File: src/rtl/cons.sv
// cons: sink for the 8-bit val/data stream. Contiguous val=1 beats form a
// packet that is measured for length, sum and out-of-range data. Each packet
// produces a one-cycle report and increments a running packet count.
// Runs longer than MAX_LEN are split without dropping any beat.
// Optional feature macro: CONS_GAP_STATS_EN adds an idle-gap counter.
// The counter value is reported on pkt_gap; without the macro, pkt_gap is 0.
module cons #(
    parameter int unsigned MAX_LEN  = 16,
    parameter int unsigned DATA_MAX = 5,
    parameter int unsigned LEN_W    = 5,
    parameter int unsigned SUM_W    = 12,
    parameter int unsigned CNT_W    = 16
) (
    input  logic             clk,
    input  logic             rst,
    input  logic             val,
    input  logic [7:0]       data,
    output logic             pkt_valid,
    output logic [LEN_W-1:0] pkt_len,
    output logic [SUM_W-1:0] pkt_sum,
    output logic             pkt_err,
    output logic [CNT_W-1:0] pkt_cnt,
    output logic [7:0]       pkt_gap,
    output logic             busy
);

    typedef enum logic {IDLE, ACC} state_t;

    state_t           state;
    logic [LEN_W-1:0] acc_len;
    logic [SUM_W-1:0] acc_sum;
    logic             acc_err;

    logic beat_err_c;
    logic at_max_c;

    // Per-beat range check and accumulator-full detection
    assign beat_err_c = (32'(data) > DATA_MAX);
    assign at_max_c   = (acc_len == LEN_W'(MAX_LEN));

    // Packet FSM: accumulate beats, report on idle or on a MAX_LEN split
    always_ff @(posedge clk) begin
        if (rst) begin
            state     <= IDLE;
            acc_len   <= '0;
            acc_sum   <= '0;
            acc_err   <= 1'b0;
            pkt_valid <= 1'b0;
            pkt_len   <= '0;
            pkt_sum   <= '0;
            pkt_err   <= 1'b0;
            pkt_cnt   <= '0;
            busy      <= 1'b0;
        end else begin
            pkt_valid <= 1'b0;
            case (state)
                IDLE: begin
                    if (val) begin
                        acc_len <= LEN_W'(1);
                        acc_sum <= SUM_W'(data);
                        acc_err <= beat_err_c;
                        state   <= ACC;
                        busy    <= 1'b1;
                    end
                end
                ACC: begin
                    if (!val || at_max_c) begin
                        pkt_valid <= 1'b1;
                        pkt_len   <= acc_len;
                        pkt_sum   <= acc_sum;
                        pkt_err   <= acc_err;
                        pkt_cnt   <= pkt_cnt + CNT_W'(1);
                    end
                    if (!val) begin
                        state <= IDLE;
                        busy  <= 1'b0;
                    end else if (at_max_c) begin
                        // split: the current beat opens the next packet
                        acc_len <= LEN_W'(1);
                        acc_sum <= SUM_W'(data);
                        acc_err <= beat_err_c;
                    end else begin
                        acc_len <= acc_len + LEN_W'(1);
                        acc_sum <= acc_sum + SUM_W'(data);
                        acc_err <= acc_err | beat_err_c;
                    end
                end
                default: begin
                    state <= IDLE;
                    busy  <= 1'b0;
                end
            endcase
        end
    end

`ifdef CONS_GAP_STATS_EN
    logic [7:0] gap_cnt;
    logic [7:0] gap_cap;

    // Idle-gap counter: saturating count of val=0 cycles, captured per packet
    always_ff @(posedge clk) begin
        if (rst) begin
            gap_cnt <= '0;
            gap_cap <= '0;
            pkt_gap <= '0;
        end else begin
            if (!val) begin
                if (gap_cnt != 8'hFF) gap_cnt <= gap_cnt + 8'd1;
            end else if (state == IDLE) begin
                gap_cap <= gap_cnt;
                gap_cnt <= '0;
            end
            if (state == ACC && (!val || at_max_c)) pkt_gap <= gap_cap;
            // a packet opened by a split has no preceding gap
            if (state == ACC && val && at_max_c) gap_cap <= '0;
        end
    end
`else
    assign pkt_gap = '0;
`endif

endmodule

File: config.mk
export PLATFORM = sky130hd
export DESIGN_NAME = cons
export DESIGN_NICKNAME = d
export VERILOG_FILES = /design/src/rtl/cons.sv
export SDC_FILE = /design/constraint.sdc
export NUM_CORES = 1
export LEC_CHECK = 0
export CAP_MARGIN = 20
export CELL_PAD_IN_SITES_DETAIL_PLACEMENT = 0
export CELL_PAD_IN_SITES_GLOBAL_PLACEMENT = 2
export CORE_MARGIN = 5
export CORE_UTILIZATION = 30
export DETAILED_ROUTE_END_ITERATION = 8
export PLACE_DENSITY = 0.75
export SYNTH_ARGS = -nofsm -noshare
export SYNTH_HDL_FRONTEND = slang
export SYNTH_SLANG_ARGS = --single-unit
File: constraint.sdc
create_clock -name clk -period 2.4 [get_ports clk]
set_input_delay 0.36 -clock clk [delete_from_list [all_inputs] [get_ports clk]]
set_output_delay 0.36 -clock clk [all_outputs]
set_load 0.005 [all_outputs]
== Yosys cells after proc, flatten, opt, wreduce, memory -nomap -nowiden ==
Cells that the tools add are included.

* $add $sub $neg: 3
* Magnitude comparators: 1
* Equality and inequality tests: 4
* Mux-type cells: 17
* Bitwise operators: 2
* Reductions and logical operators: 6

{| class="wikitable"
|+ Operators with widths
! kind !! number
|-
| two-way mux 12 bit || 3
|-
| case mux 12 bit (2 select lines) || 1
|-
| adder 16 x 1 -> 16 bit, second input constant || 1
|-
| two-way mux 5 bit || 3
|-
| adder 12 x 8 -> 12 bit || 1
|-
| case mux 5 bit (2 select lines) || 1
|-
| greater-than comparator 8 x 3 -> 1 bit, second input constant || 1
|-
| two-way mux 1 bit || 7
|-
| != test 2 bit, second input constant || 3
|-
| AND reduction 2 bit || 3
|-
| adder 5 x 1 -> 5 bit, second input constant || 1
|-
| == test 5 bit, second input constant || 1
|-
| case mux 1 bit (2 select lines) || 2
|-
| OR reduction 2 bit || 1
|-
| logical NOT 1 bit || 1
|-
| logical OR 1 bit || 1
|-
| inverter 1 bit || 1
|-
| OR 1 bit || 1
|}

* Bits in registers: 55
* Bits of input ports: 11
* Output and inout bits: 44
* Logic and storage cells: 43

== Depth between registers and ports, before layout ==
* Depth after elaboration: 5
* Depth in mapped cells: 8
* Mapped depth without buffers: 8

== Worst setup path after synthesis ==
OpenSTA, ideal clock, no wires.

* Path kind: input to register
* Start point: input port data[1]
* End point: register acc_sum[11]
* Setup time: 0.121 ns
* Arrival time: 1.653 ns
* Data required time: 2.279 ns
* Path slack: 0.626 ns
* Stages: 6
* Path buffers: 0
* Path through: ha_1 > a211oi_1 > nor3_1 > o311ai_0 > xor2_1 > nor2_1

* Word-level cells in the longest chain between the ends: 4

{| class="wikitable"
|+ Ends and longest elaborated chain
! element !! RTL line !! text
|-
| start: declaration || 17 || <nowiki>input logic [7:0] data,</nowiki>
|-
| adder 12 x 8 -> 12 bit || 84 || <nowiki>acc_sum <= acc_sum + SUM_W'(data);</nowiki>
|-
| two-way mux 12 bit || 77 || <nowiki>end else if (at_max_c) begin</nowiki>
|-
| two-way mux 12 bit || 74 || <nowiki>if (!val) begin</nowiki>
|-
| case mux 12 bit (2 select lines) || 56 || <nowiki>case (state)</nowiki>
|-
| end signal: assignment || 60 || <nowiki>acc_sum <= SUM_W'(data);</nowiki>
|-
| end signal: assignment || 80 || <nowiki>acc_sum <= SUM_W'(data);</nowiki>
|-
| end signal: assignment || 84 ||
|-
| end: declaration || 31 || <nowiki>logic [SUM_W-1:0] acc_sum;</nowiki>
|}

No other way between the ends. The select of a mux whose other input is x is not followed.
A chain may end at the register's enable or synchronous reset.

== Worst setup path after layout ==
* Start point: input port data[1]
* End point: register acc_sum[9]

Same word-level chain as after synthesis.

==> results.yml <==
clock_tree:
  cts_buffers: 5
  cts_hold_buf: 0
  root_buffer: "clkbuf_8"
  cts_resized: 0
  cts_tree: "yes"
  clk_latency_ns: 0.31
  cts_max_path_buffers: 2
  path_clk_slew_ns: 0.11
  clock-sinks: 55
  post_cts_buffers: 0
  cts_max_level: 2
timing:
  setup_slack_ns: 0.3016
  fin_crit_sh: 0.8744
  timing.fmax_mhz: 476.5
  period_needed_ns: 2.098
  setup_viol: 0
  tightest_slew_ns: 0.4970
  rsz0062_at_grt: "false"
  hold_viol_final: 0
  slew_violations: 0
  relSlewSlack: 0.6678
  tns_ns: 0
  skew_ns: 0.009052
  holdWs_ns: 0.4220
critical_path:
  crit_type: "primary input to flip-flop"
  cp.required_ns: 2.60
  end_kind: "flip-flop"
  cp.arrival_ns: 2.29
  cp_max_fo: 3
  start_kind: "primary input"
layout:
  fin_area_mm2: 0.003354
  final_common_cell: "dfxtp_1"
  most-common-layout-cells: "dfxtp_1, nand2_1, clkdlybuf4s50_1"
  drive_gt1_frac: 0.07337
  fin_util: 0.3865
  area_growth_pct: 26.16
  final_nets: 392
  n_antenna_cell: 0
  final_cells: 476
min_path:
  hp-class: "primary input to flip-flop"
synthesis:
  synth_compound_area_frac: 0.1454
  yosys.area_share.simple: 0.2278
  synth_top_family_by_area: "simple AND/OR/NAND/NOR gates"
  synth_area_mm2: 0.002659
  avgSynthCellArea_um2: 8.441
  netlist_instances: 315
  ys_seq_elements: 55
  yosys_warnings: 0
  synthXorXnorAreaFrac: 0.08894
  synthAdderAreaFrac: 0.06871
  synthMuxAreaShare: 0
  synth_seq_area_share: 0.4141
  synth_cell_types: 36
die:
  ioPinCount: 55
  rows: 34
  dieArea_mm2: 0.01085
  die-height_um: 104.1
  start_util: 0.3064
  coreArea_mm2: 0.008678
  die_width_um: 104.1
global_routing:
  grt_max_degree: 28
  grt_pass1_wl_mm: 10.98
  grt_pass1_vias: 2260
  grt_use_total: 0.1195
  antenna_found_initial: 0
  overflow: 0
power:
  total_leakage_power_nw: 1.202
  ir_drop_uv: 260.6
  swShare: 0.2809
  pwr-share-comb: 0.152
  power_density_mw_per_mm2: 525.5
  p_total_mw: 1.763
  sequentialPowerShare: 0.545
  power.internal_mw: 1.268
  p_switching_uw: 495.1
  p_clk_frac: 0.303
routing:
  firstDrtPassIters: 4
  ant_nets: 0
  vias_per_cell: 4.588
  drc_errors: 0
  drt_iter0_drc: 43
  vias: 2184
  wl_per_cell_um: 13.25
  drt-total-wl_mm: 6.308
placed_design:
  gp_congestion: 0.7765
  dpl_cell_area_mm2: 0.003261
  place_ws_ns: -0.04773
  dp_hpwl_mm: 4.756
  portBuffers: 46
  placedCellCount: 468
outcome:
  outcome: "finished, final reports clean"
flow_run:
  max-cap-violations: 0
worst paths after layout:
kind                      startpoint                      end  slack [ns]  depth (start not counted)
max                          data[1]  acc_sum[9]$_SDFFE_PP0P_        0.30                          8
max reg2reg         state$_SDFF_PP0_  acc_sum[9]$_SDFFE_PP0P_        0.43                          7
min                              rst         state$_SDFF_PP0_        0.42                          2
min reg2reg  pkt_sum[6]$_SDFFE_PP0P_  pkt_sum[6]$_SDFFE_PP0P_        0.46                          2
cells by family (layout without fill, tap and decap cells):
family	after synthesis	after routing
buf+inv	29	75
flops	55	55
fa+ha+maj	14	14
compound gates	58	58
other cells	1	8
xor+xnor	27	27
simple gates	131	131
registers in the layout (all words and copies together), names as in the netlist, 5 cells and up:
name	count
pkt_cnt	16
acc_sum	12
pkt_sum	12
acc_len	5
pkt_len	5
area by class of cell:
class	instances	area (um^2)
fill	939	5324
multi-input combinational	238	1441
sequential	55	1101
timing repair buffer	59	553.0
tap	108	135.1
clock buffer	5	68.82
inverter	8	30.03
clock inverter	3	25.02
synthesized netlist by cell type:
cell type,instances,area (um^2)
xor2_1,20,175.2
buf_4,8,60.06
nor4_1,1,6.260
clkbuf_1,10,37.54
o21ai_0,2,10.01
nor2_1,41,153.9
o211ai_1,6,45.04
nor2b_1,1,6.260
a211oi_1,6,45.04
conb_1,1,3.750
and3_1,2,12.51
fa_1,1,20.02
nor3b_1,1,7.510
dfxtp_1,55,1101
a21o_2,1,8.760
a21oi_1,35,175.2
xnor2_1,7,61.31
buf_2,3,15.01
ha_1,13,162.7
o21a_1,2,15.01
or2_2,1,6.260
nor3_1,5,25.02
or3_1,1,6.260
nand4b_1,3,26.28
nand3_1,8,40.04
and4_1,2,17.52
a311oi_1,1,8.760
a2111oi_4,2,55.05
o22ai_1,1,6.260
nand2_1,53,198.9
nand3b_1,2,15.01
nand4bb_4,1,27.53
nand2b_1,3,18.77
o311ai_0,2,17.52
inv_1,8,30.03
nand4_1,6,37.54
power by group through the flow:
stage,Combinational (mW),Clock (mW),Sequential [mW]
after floorplan,0.182,0,0.976
after global placement,0.269,0,0.982
after detailed placement,0.272,0,0.983
after CTS,0.273,0.559,0.962
after global routing,0.307,0.597,0.966
final,0.268,0.534,0.961
worst max-delay path: stages:
cell	delay, ns
clkdlybuf4s50_1	0.44
ha_1	0.30
a211oi_1	0.30
buf_4	0.17
nor3_1	0.07
o311ai_0	0.41
xor2_1	0.18
nor2_1	0.05
metal layers:
layer | global-route usage | wire length, um | up-vias | share of wire
li1 | - | - | 1164 | -
met5 | 0 | 0 | - | 0
met4 | 0.03053 | 63 | 0 | 0.010
met1 | 0.1498 | 3013 | 979 | 0.48
met3 | 0.02917 | 254 | 5 | 0.040
met2 | 0.2049 | 2976 | 36 | 0.47
No activity file was read; power rests on OpenSTA's default activity.
